--- src/rtl/pc_sequencer.sv ---
// pc_sequencer: program-counter sequencer with IDLE / RUN / HALTED control.
// Start launches execution from START_ADDR. Halt ends it, Stall freezes the
// PC, and BranchTaken redirects the PC with one cycle of latency.
// CycleCount counts fetch cycles since the last Start and saturates at its maximum.
// Optional feature macro: BR_RELATIVE_EN. When it is defined, a taken branch
// adds Target to the PC as a signed offset. By default, a taken branch loads
// Target as an absolute address.
// Reset is synchronous and active high.

module pc_sequencer #(
  parameter int             D          = 12,
  parameter logic [D-1:0]   START_ADDR = '0,
  parameter int             CNT_W      = 16
) (
  input  logic             Clk,
  input  logic             Reset,
  input  logic             Start,
  input  logic             Halt,
  input  logic             Stall,
  input  logic             BranchTaken,
  input  logic [D-1:0]     Target,
  output logic [D-1:0]     ProgCtr,
  output logic             Fetch,
  output logic             Done,
  output logic [CNT_W-1:0] CycleCount,
  output logic [1:0]       state_dbg
);

  typedef enum logic [1:0] {
    IDLE   = 2'd0,
    RUN    = 2'd1,
    HALTED = 2'd2
  } state_t;

  state_t state;

  logic [D-1:0]     pc_inc;
  logic [D-1:0]     br_pc;
  logic [CNT_W-1:0] cnt_inc;

  // Handshake: Fetch is a per-cycle consume strobe with no back-pressure.
  // While Fetch=1, the instruction at ProgCtr is taken on the next rising edge.
  // Start is a single-cycle request. It is honoured only in IDLE or HALTED.
  assign Fetch     = (state == RUN) & ~Halt & ~Stall;
  assign state_dbg = state;

  // Sequential successor of the PC. Addition is modulo 2^D, so the top address wraps to 0.
  assign pc_inc = ProgCtr + {{(D-1){1'b0}}, 1'b1};

`ifdef BR_RELATIVE_EN
  // Relative branch: Target is a two's-complement offset, and the sum wraps at 2^D.
  assign br_pc = ProgCtr + Target;
`else
  // Absolute branch: Target goes straight to the PC, with no adder on this path.
  assign br_pc = Target;
`endif

  // Saturating increment: the counter sticks at all-ones and never wraps.
  always_comb begin
    cnt_inc = CycleCount;
    if (CycleCount != {CNT_W{1'b1}}) begin
      cnt_inc = CycleCount + {{(CNT_W-1){1'b0}}, 1'b1};
    end
  end

  // Control FSM: owns the state, the PC, the cycle counter and the registered Done flag.
  always_ff @(posedge Clk) begin
    if (Reset) begin
      state      <= IDLE;
      ProgCtr    <= START_ADDR;
      CycleCount <= '0;
      Done       <= 1'b0;
    end else begin
      case (state)
        IDLE: begin
          if (Start) begin
            state      <= RUN;
            ProgCtr    <= START_ADDR;
            CycleCount <= '0;
          end
        end
        RUN: begin
          // Priority in RUN: Halt, then Stall, then branch, then sequential. Start is ignored here.
          if (Halt) begin
            state <= HALTED;
            Done  <= 1'b1;
          end else if (!Stall) begin
            ProgCtr    <= BranchTaken ? br_pc : pc_inc;
            CycleCount <= cnt_inc;
          end
        end
        HALTED: begin
          if (Start) begin
            state      <= RUN;
            ProgCtr    <= START_ADDR;
            CycleCount <= '0;
            Done       <= 1'b0;
          end
        end
        default: begin
          state <= IDLE;
          Done  <= 1'b0;
        end
      endcase
    end
  end

endmodule

--- config.mk ---
export PLATFORM = sky130hd
export DESIGN_NAME = pc_sequencer
export DESIGN_NICKNAME = d
export VERILOG_FILES = /design/src/rtl/pc_sequencer.sv
export SDC_FILE = /design/constraint.sdc
export NUM_CORES = 1
export LEC_CHECK = 0
export CAP_MARGIN = 20
export CELL_PAD_IN_SITES_DETAIL_PLACEMENT = 0
export CELL_PAD_IN_SITES_GLOBAL_PLACEMENT = 1
export CORE_MARGIN = 1
export CORE_UTILIZATION = 36
export CTS_CLUSTER_SIZE = 25
export DETAILED_ROUTE_END_ITERATION = 6
export PLACE_DENSITY_LB_ADDON = 0.1
export SYNTH_ARGS = -nofsm -noshare
export SYNTH_HDL_FRONTEND = slang
export SYNTH_SLANG_ARGS = --single-unit
--- constraint.sdc ---
create_clock -name Clk -period 5.18 [get_ports Clk]
set_input_delay 1.036 -clock Clk [delete_from_list [all_inputs] [get_ports Clk]]
set_output_delay 1.036 -clock Clk [all_outputs]
set_load 0.01 [all_outputs]
== After elaboration in Yosys (flattened, before gate mapping) ==
Index checks and enable logic that the tools add are counted.

* Add/subtract/negate cells: 2
* Equal/unequal tests: 9
* Mux-type cells: 16
* Bitwise gates (word level): 5
* Reduce and logical (&&, ||, !) cells: 7

{| class="wikitable"
|+ Operators by type and width
! operator !! number
|-
| 2-to-1 mux 16 bit || 4
|-
| 2-to-1 mux 12 bit || 4
|-
| case mux 16 bit (2 select lines) || 1
|-
| case mux 12 bit (2 select lines) || 1
|-
| adder 16 x 1 -> 16 bit (second input constant) || 1
|-
| inequality test 16 bit (second input constant) || 1
|-
| adder 12 x 1 -> 12 bit (second input constant) || 1
|-
| inequality test 2 bit (second input constant) || 4
|-
| AND reduction 5 bit || 1
|-
| 2-to-1 mux 2 bit || 2
|-
| inequality test 2 x 1 -> 1 bit (second input constant) || 2
|-
| case mux 2 bit (2 select lines) || 1
|-
| AND reduction 4 bit || 1
|-
| NOT 1 bit || 3
|-
| case mux 1 bit (3 select lines) || 1
|-
| AND reduction 3 bit || 1
|-
| bitwise AND 1 bit || 2
|-
| equality test 2 x 1 -> 1 bit (second input constant) || 1
|-
| equality test 2 bit (second input constant) || 1
|-
| logical NOT 2 bit || 1
|-
| 2-to-1 mux 1 bit || 2
|-
| AND reduction 2 bit || 1
|-
| nonzero test 2 bit || 1
|-
| OR reduction 2 bit || 1
|}

* Register bits after elaboration: 31
* Output and inout port bits: 32

== Longest topological paths before layout ==
Gate-level depths: netlist of run 1.

* Depth in word-level cells: 5
* Gate-level depth with buffers: 7
* Depth with buffers taken out: 6

== Least setup slack after synthesis of run 1 ==
Ideal clock, no wire load.

* Path kind: input -> output
* Start: input port Stall
* End: output port Fetch
* Arrival: 1.863 ns
* Path slack: 2.281 ns
* Cell stages on the path: 3
* Buffers on the path: 1
* Cell sequence: or4b_4 clkinv_4 buf_2

* Longest elaborated chain between the ends: 2

{| class="wikitable"
|+ Ends and longest elaborated chain
! what !! RTL line !! RTL
|-
| from (decl) || 19 || <nowiki>input logic Stall,</nowiki>
|-
| NOT 1 bit || 44 || <nowiki>assign Fetch = (state == RUN) & ~Halt & ~Stall;</nowiki>
|-
| bitwise AND 1 bit || 44 ||
|-
| to (decl) || 23 || <nowiki>output logic Fetch,</nowiki>
|}

No other way between the ends.

== Worst setup path after layout of run 1 ==
* Start: input port Halt
* End: output port Fetch

* Longest elaborated chain between the ends: 3

{| class="wikitable"
|+ Ends and longest elaborated chain
! what !! RTL line !! RTL
|-
| from (decl) || 18 || <nowiki>input logic Halt,</nowiki>
|-
| NOT 1 bit || 44 ||
|-
| bitwise AND 1 bit (2 in a row) || 44 ||
|}

No other way between the ends.

==> impl_results.rst, run 1 <==
.. list-table::
   :header-rows: 1

   * - Metric
     - Value
   * - Primary FF master, synth
     - sky130_fd_sc_hd__dfxtp_1
   * - Area share of fa/ha/maj cells after synthesis
     - 1.47%
   * - Clock period minus final worst setup slack
     - between 3 and 4 ns
   * - Antenna diodes
     - 0
   * - Number of antenna violations at the first check in global routing
     - 0
   * - Average cell area after synthesis
     - between 8 and 9 um^2
   * - Area of the die
     - between 0.004 and 0.005 mm^2
   * - Mean routed wirelength per cell
     - roughly 14 um
   * - CP arrival
     - ~2.8 ns
   * - # clock sinks
     - 31
   * - Final wirelength
     - between 4 and 5 mm
   * - Pin count of the biggest net entering global routing
     - 27
   * - Transition at the pin with the smallest max-transition slack
     - 0.874 ns
   * - Portion of netlist area occupied by mux cells
     - less than 1%
   * - Port buffer count
     - between 40 and 50
   * - Ratio of cells with drive above 1 in the final layout
     - about 5.4%
   * - Required time at the worst-slack endpoint
     - 4.14 ns
   * - Post-CTS setup buffers
     - 0
   * - TritonCTS clock tree
     - yes
   * - Logic depth of the worst register-to-register path
     - 6
   * - Synthesized netlist cell count
     - 210
   * - Critical register-to-register path startpoint
     - state_dbg[0]
   * - H-tree depth
     - 2
   * - Syn Nets
     - 230
   * - Net count, final
     - ~280
   * - Mean number of vias per cell
     - roughly 5.4
   * - Chip Height
     - 70.7 um
   * - Detailed-routing iteration count for the pre-antenna-repair pass
     - 6
   * - Fin Clk Skew
     - between 0.003 and 0.004 ns
   * - First-pass GRT wire length
     - between 7 and 8 mm
   * - Most common cell after layout, fill and taps aside
     - sky130_fd_sc_hd__clkdlybuf4s50_1
   * - Buffer cell driving the clock tree root
     - sky130_fd_sc_hd__clkbuf_8
   * - Number of buffers added by the clock tree synthesis step
     - 5
   * - Compound-cell area share of the yosys netlist
     - between 10% and 20%
   * - Post-synthesis instance area
     - 0.00170 mm^2
   * - Source-to-sink clock delay at the later pin of the worst-skew pair
     - between 0.2 and 0.3 ns
   * - Number of hold violations in the final report
     - 0
   * - Initial core utilization
     - roughly two fifths
   * - # Max-Cap Violations
     - 0
   * - Fin Setup TNS
     - 0 ns
   * - Fraction of power consumed by combinational cells
     - 10.2%
   * - Area grow syn2layout
     - 36.2%
   * - Area post-placement
     - ~0.0022 mm^2
   * - Worst hold path depth
     - 2
   * - Startpoint of the lowest-slack hold path
     - ProgCtr[10]
   * - Share of the clock period used by the worst path
     - between 70% and 80%
   * - Syn. warnings
     - 0
   * - Die width
     - ~71 um
   * - Violated checks
     - design-rule violations
   * - 1st-iter DRT viols
     - around 110
   * - Share of power burned in registers
     - roughly half
   * - Cell total after placement
     - about 300
   * - Final cell count without fillers
     - 310
   * - Ratio of total power to cell area
     - 211 mW/mm^2
   * - Xor and xnor fraction of the mapped netlist area
     - under 10%
   * - Critical path type
     - in -> out
   * - Worst reg-to-reg setup slack
     - between 3 and 4 ns
   * - Netlist cell types
     - 42
   * - Via count of the first global-routing pass
     - around 1500
   * - LEAKAGE
     - ~0.76 nW
   * - Ys async rst share
     - 0%
   * - Crit path launch
     - Halt
   * - Run status
     - finished with violations
   * - Clock slew seen by the registers of the worst setup and hold paths
     - about 0.06 ns
   * - DRC Markers
     - 9
   * - Setup repair after global routing missed its margin
     - false
   * - Placed wire-length estimate after detailed placement
     - roughly 3.2 mm
   * - Worst Hold Endpoint
     - ProgCtr[10]
   * - Final Util
     - between 50% and 60%
   * - Net switching power of the design
     - between 0.1 and 0.15 mW
   * - Number of nets with antenna violations after routing
     - 0
   * - Rows
     - 24
   * - Fraction of power spent switching nets
     - roughly a quarter
   * - Placer Congestion
     - ~0.76
   * - Clock Tree Buf Depth
     - 2
   * - Main combinational cell family by area after synthesis
     - simple AND/OR/NAND/NOR gates
   * - Category of the worst setup path capture point
     - output pin
   * - Simple logic cell fraction of the synthesized area
     - approximately 30%
   * - Gr usage total
     - between 15 and 20%
   * - Io pins
     - 50
   * - Total number of vias
     - 1667
   * - HP Class
     - reg -> reg
   * - Element type at the critical path start
     - input pin
   * - Core box area
     - 0.00444 mm^2
   * - Commonest non-fill, non-tap cells in the layout
     - sky130_fd_sc_hd__clkdlybuf4s50_1, sky130_fd_sc_hd__nor2_1, sky130_fd_sc_hd__dfxtp_1
   * - Peak clock frequency supported by timing
     - between 200 and 300 MHz
   * - EDFF count, synth
     - 0
   * - Filler Cells Inserted
     - 451
   * - Maximum fanout count along the critical path
     - 16
   * - Clock power frac
     - between 30% and 40%
   * - Final Max Slew Viols
     - 0
   * - Cell area after layout
     - 0.00231 mm^2
   * - Leftover overflow at the end of global routing
     - 0
   * - Number of buffers added to fix hold violations after cts
     - 0
   * - VDD IR-drop max
     - 0.000100 V
   * - Flop and latch count out of synthesis
     - 31
   * - Rel. slew slack
     - 41.6%
   * - # resized after CTS
     - 0
   * - Cell-internal power
     - 0.370 mW
   * - Reg2Reg Capture Point
     - CycleCount[14]
   * - Min Hold Slack
     - between 0.5 and 0.6 ns
   * - Sequential share of the synthesized area
     - a little over a third
   * - Final setup violation count
     - 0
==> per-layer routing <==
layer  global-route usage (%)  vias to the layer above  share of wire [%]
met5                        0                        -                  0
met4                     6.00                        0               0.74
met3                     5.13                        5                4.6
met2                     25.6                       36                 39
met1                     26.3                      763                 55
li1                         -                      863                  -
==> synth_stat cells, types with 2 or more instances <==
cell	n	area share, %
sky130_fd_sc_hd__a211oi_1	8	3.5
sky130_fd_sc_hd__a21o_1	2	0.88
sky130_fd_sc_hd__a21oi_1	13	3.8
sky130_fd_sc_hd__a22oi_1	4	1.8
sky130_fd_sc_hd__and3_1	8	2.9
sky130_fd_sc_hd__and4_1	2	1.0
sky130_fd_sc_hd__buf_2	2	0.59
sky130_fd_sc_hd__clkbuf_1	7	1.5
sky130_fd_sc_hd__dfxtp_1	31	37
sky130_fd_sc_hd__ha_1	2	1.5
sky130_fd_sc_hd__inv_1	4	0.88
sky130_fd_sc_hd__nand2_1	12	2.7
sky130_fd_sc_hd__nand2b_1	4	1.5
sky130_fd_sc_hd__nand3_1	6	1.8
sky130_fd_sc_hd__nand3b_1	3	1.3
sky130_fd_sc_hd__nand4_1	6	2.2
sky130_fd_sc_hd__nor2_1	32	7.1
sky130_fd_sc_hd__nor3_1	6	1.8
sky130_fd_sc_hd__nor4_1	5	1.8
sky130_fd_sc_hd__nor4b_1	2	1.0
sky130_fd_sc_hd__o21ai_0	13	3.8
sky130_fd_sc_hd__o21ai_1	2	0.59
sky130_fd_sc_hd__o32ai_1	2	1.0
sky130_fd_sc_hd__or3_1	2	0.74
sky130_fd_sc_hd__xnor2_1	15	7.7
==> area by class of cell <==
type                            count  area (um^2)  area share [%]
Multi-Input combinational cell    165         1020            44.0
Sequential cell                    31          621            26.8
Timing Repair Buffer               50          498            21.5
Clock buffer                        6         82.6            3.57
Tap cell                           52         65.1            2.81
Inverter                            5         23.8            1.03
Clock inverter                      1         5.00           0.216
==> worst max-delay path, cell delays in order <==
cell and delay (ns):
sky130_fd_sc_hd__clkdlybuf4s50_1 0.46, sky130_fd_sc_hd__or4b_4 0.56, sky130_fd_sc_hd__clkinv_4 0.15, sky130_fd_sc_hd__clkdlybuf4s50_1 0.55
==> state kept, by name (all words and copies together), names as in the netlist <==
| register | count |
|---|---|
| Done | 1 |
| CycleCount | 16 |
| state_dbg | 2 |
| ProgCtr | 12 |
==> per-stage QoR <==
| step | power [mW] | setup slack, ns |
|---|---|---|
| 2_1_floorplan | 0.275 | 2.28 |
| 3_3_place_gp | 0.301 | 1.41 |
| 3_5_place_dp | 0.301 | 1.40 |
| 4_1_cts | 0.499 | 1.40 |
| 5_1_grt | 0.512 | 1.33 |
| 6_report | 0.489 | 1.39 |
==> power groups by stage <==
stage               clock network, mW  logic [mW]  registers, mW
finish                          0.194      0.0499          0.245
CTS                             0.203      0.0504          0.245
detailed placement                  0      0.0501          0.251
global placement                    0      0.0506          0.251
floorplan                           0      0.0243          0.251
global route                    0.211      0.0550          0.246
==> how the worst max path moves through the flow <==
stage	slack, ns	cells after the start	end
finish	1.39	4	Fetch
global route	1.33	4	Fetch
CTS	1.40	4	Fetch
detailed placement	1.40	4	Fetch
global placement	1.41	4	Fetch
floorplan	2.28	3	Fetch
==> cell families (layout without fill, tap and decap cells) <==
| family | after synthesis | after routing |
|---|---|---|
| AND/OR/NAND/NOR | 95 | 95 |
| AO/OA/AOI/OAI | 51 | 51 |
| flip-flops | 31 | 31 |
| XOR/XNOR | 16 | 16 |
| buffers and inverters | 14 | 62 |
| adder cells (fa/ha/maj) | 2 | 2 |
| multiplexers | 1 | 1 |
(Power assumes the default switching activity.)
==> run 2, diff against run 1 <==
--- a/config.mk
+++ b/config.mk
@@ -9,7 +9,7 @@
 export CELL_PAD_IN_SITES_DETAIL_PLACEMENT = 0
 export CELL_PAD_IN_SITES_GLOBAL_PLACEMENT = 1
 export CORE_MARGIN = 1
-export CORE_UTILIZATION = 36
+export CORE_UTILIZATION = 34
 export CTS_CLUSTER_SIZE = 25
 export DETAILED_ROUTE_END_ITERATION = 6
 export PLACE_DENSITY_LB_ADDON = 0.1
==> constraint.sdc (replaced) <==
create_clock -name Clk -period 3.9 [get_ports Clk]
set_input_delay 0.78 -clock Clk [delete_from_list [all_inputs] [get_ports Clk]]
set_output_delay 0.78 -clock Clk [all_outputs]
set_load 0.01 [all_outputs]
==> impl_results.rst, run 2 (synthesis results as in run 1) <==
.. list-table::
   :header-rows: 1

   * - Metric
     - Value
   * - Area of the die
     - between 0.005 and 0.006 mm^2
   * - Number of buffers added to fix hold violations after cts
     - 0
   * - # Max-Cap Violations
     - 0
   * - Placed wire-length estimate after detailed placement
     - ~3.1 mm
   * - Mean routed wirelength per cell
     - 13.4 um
   * - HP Class
     - reg -> reg
   * - Buffer cell driving the clock tree root
     - sky130_fd_sc_hd__clkbuf_8
   * - Slowest-stage cell, CP
     - sky130_fd_sc_hd__or4b_4
   * - Number of antenna violations at the first check in global routing
     - 0
   * - Category of the worst setup path capture point
     - output pin
   * - Net count, final
     - ~280
   * - 1st-iter DRT viols
     - 97
   * - Critical path type
     - in -> out
   * - H-tree depth
     - 2
   * - Ratio of cells with drive above 1 in the final layout
     - about 5.8%
   * - Antenna diodes
     - 0
   * - Final wirelength
     - 4.37 mm
   * - Share of the clock period used by the worst path
     - between 80% and 90%
   * - Fin Setup TNS
     - 0 ns
   * - Port buffer count
     - roughly 50
   * - Clock period minus final worst setup slack
     - between 3 and 4 ns
   * - Mean number of vias per cell
     - around 5
   * - Core box area
     - roughly 0.0048 mm^2
   * - Leftover overflow at the end of global routing
     - 0
   * - Clock power frac
     - 41.7%
   * - Min Hold Slack
     - 0.510 ns
   * - Cell breakdown of the critical path
     - clkdlybuf4s50_1, or4b_4, clkinv_4, clkdlybuf4s50_1
   * - Cell area after layout
     - around 0.0023 mm^2
   * - Maximum fanout count along the critical path
     - 16
   * - Number of buffers added by the clock tree synthesis step
     - 5
   * - DRC Markers
     - 0
   * - Initial core utilization
     - 35.7%
   * - Top register by number of flip-flops
     - CycleCount
   * - Clock Tree Buf Depth
     - 2
   * - Element type at the critical path start
     - input pin
   * - Number of nets with antenna violations after routing
     - 0
   * - First-pass GRT wire length
     - around 7.0 mm
   * - Ratio of total power to cell area
     - around 290 mW/mm^2
   * - Final cell count without fillers
     - 327
   * - Share of power burned in registers
     - about 48%
   * - VDD IR-drop max
     - roughly 0.00018 V
   * - Die width
     - between 70 and 80 um
   * - Required time at the worst-slack endpoint
     - approximately 3.1 ns
   * - Gr usage total
     - 17.4%
   * - Rel. slew slack
     - a little under half
   * - Total number of vias
     - around 1600
   * - Most common cell after layout, fill and taps aside
     - sky130_fd_sc_hd__clkdlybuf4s50_1
   * - Placer Congestion
     - ~0.74
   * - Net switching power of the design
     - about 0.16 mW
   * - Rows
     - 25
   * - Source-to-sink clock delay at the later pin of the worst-skew pair
     - 0.28 ns
   * - Transition at the pin with the smallest max-transition slack
     - between 0.8 and 0.9 ns
   * - Final setup violation count
     - 0
   * - Area post-placement
     - around 0.0022 mm^2
   * - Detailed-routing iteration count for the pre-antenna-repair pass
     - 4
   * - Area grow syn2layout
     - 38.3%
   * - Cell total after placement
     - between 300 and 400
   * - TritonCTS clock tree
     - yes
   * - Pin count of the biggest net entering global routing
     - 27
   * - Number of hold violations in the final report
     - 0
   * - Cell-internal power
     - 0.515 mW
   * - Peak clock frequency supported by timing
     - just over 300 MHz
   * - # resized after CTS
     - 0
   * - Via count of the first global-routing pass
     - ~1400
   * - CP most frequent cell
     - sky130_fd_sc_hd__clkdlybuf4s50_1
   * - Flip-flop count of the largest register, all copies and words added
     - 16
   * - Clock slew seen by the registers of the worst setup and hold paths
     - approximately 0.060 ns
   * - Setup repair after global routing missed its margin
     - false
   * - Filler Cells Inserted
     - around 510
   * - Commonest non-fill, non-tap cells in the layout
     - sky130_fd_sc_hd__clkdlybuf4s50_1, sky130_fd_sc_hd__nor2_1, sky130_fd_sc_hd__dfxtp_1
   * - Chip Height
     - roughly 73 um
   * - Final Max Slew Viols
     - 0
   * - Fraction of power spent switching nets
     - between 20% and 30%
   * - Crit-path max cell delay
     - 0.56 ns
   * - Run status
     - finished clean
   * - Fin Clk Skew
     - 0.00389 ns
   * - CP arrival
     - 2.49 ns
   * - Fraction of power consumed by combinational cells
     - 10.0%
   * - LEAKAGE
     - about 0.77 nW
   * - Post-CTS setup buffers
     - 0
   * - Io pins
     - 50
   * - # clock sinks
     - 31
==> run 2: cell types whose count changed in the layout (fill, tap and decap cells not counted) <==
cell,previous run,this run
sky130_fd_sc_hd__buf_2,0,1
sky130_fd_sc_hd__clkbuf_1,0,1
sky130_fd_sc_hd__clkbuf_8,6,7
sky130_fd_sc_hd__clkinv_2,1,0
==> run 2: through the flow <==
stage               setup slack [ns]  total power [mW]  util (%)
floorplan                       1.51             0.366         -
global placement               0.635             0.401      47.2
detailed placement             0.627             0.400      47.2
CTS                            0.623             0.681      49.3
global route                   0.566             0.701      49.4
finish                         0.629             0.673      49.4
==> run 2: final timing paths <==
| kind | start | to | slack (ns) | depth (start not counted) |
|---|---|---|---|---|
| max | Halt | Fetch | 0.63 | 4 |
| min | Done | Done | 0.51 | 2 |
| max reg2reg | state_dbg[0] | CycleCount[14] | 1.76 | 6 |
| min reg2reg | Done | Done | 0.51 | 2 |
==> run 2: critical path: cells and delay by family <==
family,cells,cell delay [ns]
buf+inv,3,1.15
simple gates,1,0.56
==> run 2: cell type report <==
type | count | area (um^2) | share of cell area (%)
sequential | 31 | 621 | 26.4
clock buffer | 8 | 100 | 4.26
multi-input combinational | 165 | 1020 | 43.3
tap | 67 | 83.8 | 3.57
timing repair buffer | 51 | 503 | 21.4
inverter | 5 | 23.8 | 1.01
==> run 2: power by group through the flow <==
stage | combinational [mW] | clock [mW] | sequential [mW]
5_1_grt | 0.0736 | 0.301 | 0.326
3_5_place_dp | 0.0675 | 0 | 0.333
6_report | 0.0672 | 0.281 | 0.326
4_1_cts | 0.0679 | 0.288 | 0.325
2_1_floorplan | 0.0323 | 0 | 0.333
3_3_place_gp | 0.0682 | 0 | 0.333
==> run 2: per-layer routing <==
layer / global-route usage [%] / up-vias / wire length, um
met5: 0 / - / 0
met4: 6.97 / 0 / 51
met3: 4.97 / 4 / 240
met2: 26.7 / 43 / 1960
met1: 22.9 / 737 / 2120
li1: - / 865 / -
==> run 3, diff against run 2 <==
--- a/config.mk
+++ b/config.mk
@@ -9,7 +9,7 @@
 export CELL_PAD_IN_SITES_DETAIL_PLACEMENT = 0
 export CELL_PAD_IN_SITES_GLOBAL_PLACEMENT = 1
 export CORE_MARGIN = 1
-export CORE_UTILIZATION = 34
+export CORE_UTILIZATION = 30
 export CTS_CLUSTER_SIZE = 25
 export DETAILED_ROUTE_END_ITERATION = 6
 export PLACE_DENSITY_LB_ADDON = 0.1
==> constraint.sdc (replaced) <==
create_clock -name Clk -period 3 [get_ports Clk]
set_input_delay 0.6 -clock Clk [delete_from_list [all_inputs] [get_ports Clk]]
set_output_delay 0.6 -clock Clk [all_outputs]
set_load 0.01 [all_outputs]
==> impl_results.rst, run 3 (synthesis results as in run 1) <==
.. list-table::
   :header-rows: 1

   * - Metric
     - Value
   * - First-pass GRT wire length
     - 7.58 mm
   * - Clock Tree Buf Depth
     - 2
   * - Final setup violation count
     - 0
   * - Mean routed wirelength per cell
     - ~14 um
   * - # clock sinks
     - 31
   * - # Max-Cap Violations
     - 0
   * - Placed wire-length estimate after detailed placement
     - 3.33 mm
   * - Clock power frac
     - about two fifths
   * - Filler Cells Inserted
     - 590
   * - LEAKAGE
     - slightly below 0.8 nW
   * - Area of the die
     - 0.00596 mm^2
   * - Leftover overflow at the end of global routing
     - 0
   * - HP Class
     - reg -> reg
   * - Buffer cell driving the clock tree root
     - sky130_fd_sc_hd__clkbuf_8
   * - Port buffer count
     - 49
   * - Fin Clk Skew
     - around 0.0074 ns
   * - VDD IR-drop max
     - roughly 0.00028 V
   * - H-tree depth
     - 2
   * - Number of buffers added by the clock tree synthesis step
     - 5
   * - Number of antenna violations at the first check in global routing
     - 0
   * - Ratio of cells with drive above 1 in the final layout
     - about 7%
   * - Gr usage total
     - about 16%
   * - CP arrival
     - around 2.2 ns
   * - Number of nets with antenna violations after routing
     - 0
   * - Number of hold violations in the final report
     - 0
   * - Net switching power of the design
     - about 0.21 mW
   * - Transition at the pin with the smallest max-transition slack
     - slightly below 0.6 ns
   * - Post-CTS setup buffers
     - 0
   * - Critical path type
     - in -> out
   * - Commonest non-fill, non-tap cells in the layout
     - sky130_fd_sc_hd__clkdlybuf4s50_1, sky130_fd_sc_hd__nor2_1, sky130_fd_sc_hd__dfxtp_1
   * - Flip-flop count of the largest register, all copies and words added
     - 16
   * - DRC Markers
     - 0
   * - Maximum fanout count along the critical path
     - 5
   * - Initial core utilization
     - a little under a third
   * - Min Hold Slack
     - approximately 0.52 ns
   * - 1st-iter DRT viols
     - 62
   * - Core box area
     - between 0.005 and 0.006 mm^2
   * - Rel. slew slack
     - 60.7%
   * - Clock slew seen by the registers of the worst setup and hold paths
     - roughly 0.070 ns
   * - Antenna diodes
     - 0
   * - Category of the worst setup path capture point
     - output pin
   * - # resized after CTS
     - 0
   * - Final wirelength
     - between 4 and 5 mm
   * - Peak clock frequency supported by timing
     - approximately 350 MHz
   * - Fin Setup TNS
     - 0 ns
   * - Placer Congestion
     - between 0.7 and 0.8
   * - Mean number of vias per cell
     - 4.90
   * - Net count, final
     - between 200 and 300
   * - Area grow syn2layout
     - 40.6%
   * - Pin count of the biggest net entering global routing
     - 16
   * - Ratio of total power to cell area
     - roughly 370 mW/mm^2
   * - Rows
     - 27
   * - Io pins
     - 50
   * - Setup repair after global routing missed its margin
     - false
   * - Detailed-routing iteration count for the pre-antenna-repair pass
     - 4
   * - Number of buffers added to fix hold violations after cts
     - 0
   * - Die width
     - around 77 um
   * - Share of power burned in registers
     - around half
   * - Most common cell after layout, fill and taps aside
     - sky130_fd_sc_hd__clkdlybuf4s50_1
   * - Via count of the first global-routing pass
     - ~1600
   * - Share of the clock period used by the worst path
     - around 94%
   * - Required time at the worst-slack endpoint
     - approximately 2.4 ns
   * - Cell-internal power
     - about 0.67 mW
   * - Fraction of power spent switching nets
     - 23.6%
   * - Fraction of power consumed by combinational cells
     - 10.3%
   * - Run status
     - finished clean
   * - Total number of vias
     - approximately 1600
   * - Clock period minus final worst setup slack
     - roughly 2.8 ns
   * - Element type at the critical path start
     - input pin
   * - Source-to-sink clock delay at the later pin of the worst-skew pair
     - 0.28 ns
   * - Chip Height
     - between 70 and 80 um
   * - Final Max Slew Viols
     - 0
   * - TritonCTS clock tree
     - yes
   * - Top register by number of flip-flops
     - CycleCount
## run 3: changes by cell type in the layout (fill, tap and decap cells not counted)
| cell | before | now |
|---|---|---|
| sky130_fd_sc_hd__buf_2 | 1 | 0 |
| sky130_fd_sc_hd__buf_4 | 1 | 6 |
## run 3: worst max-delay path, cell delays in order
cell                              delay (ns)
sky130_fd_sc_hd__clkdlybuf4s50_1        0.47
sky130_fd_sc_hd__or4b_4                 0.57
sky130_fd_sc_hd__clkinv_4               0.07
sky130_fd_sc_hd__clkdlybuf4s50_1        0.52
## run 3: cell type report
class | instances | area [um^2] | share of cell area, %
Multi-Input combinational cell | 165 | 1020 | 42.6
Sequential cell | 31 | 621 | 26.0
Timing Repair Buffer | 55 | 536 | 22.4
Clock buffer | 8 | 100 | 4.19
Tap cell | 72 | 90.1 | 3.77
Inverter | 5 | 23.8 | 0.996
## run 3: stage by stage
step | worst slack [ns] | util (%) | power (mW) | cells | cell area, um^2
4_1_cts | 0.162 | 43.6 | 0.894 | 336 | 2390
6_report | 0.168 | 43.6 | 0.879 | 336 | 2390
5_1_grt | 0.124 | 43.6 | 0.925 | 336 | 2390
3_3_place_gp | 0.174 | 41.8 | 0.526 | 328 | 2290
2_1_floorplan | 0.973 | - | 0.475 | 210 | 1700
3_5_place_dp | 0.158 | 41.8 | 0.525 | 328 | 2290
## run 3: final timing paths
check | slack (ns) | startpoint | to | depth (start not counted)
setup / recovery | 0.17 | Halt | Fetch | 4
hold / removal | 0.52 | ProgCtr[7] | ProgCtr[7] | 1
setup reg to reg | 0.84 | state_dbg[0] | CycleCount[12] | 7
hold reg to reg | 0.52 | ProgCtr[7] | ProgCtr[7] | 1
## run 3: routing by layer
metal	track usage (%)	routed length (um)	share of wire [%]	vias to the layer above
li1	-	-	-	865
met1	20.3	2220	49	743
met2	26.3	2110	46	35
met3	5.00	217	4.7	4
met4	3.40	29	0.63	0
met5	0	0	0	-
## run 3: power groups by stage
stage,sequential (mW),clock [mW],combinational [mW]
after floorplan,0.433,0,0.0420
after detailed placement,0.433,0,0.0924
final,0.423,0.365,0.0910
after global routing,0.424,0.399,0.101
after global placement,0.433,0,0.0926
after CTS,0.423,0.378,0.0928
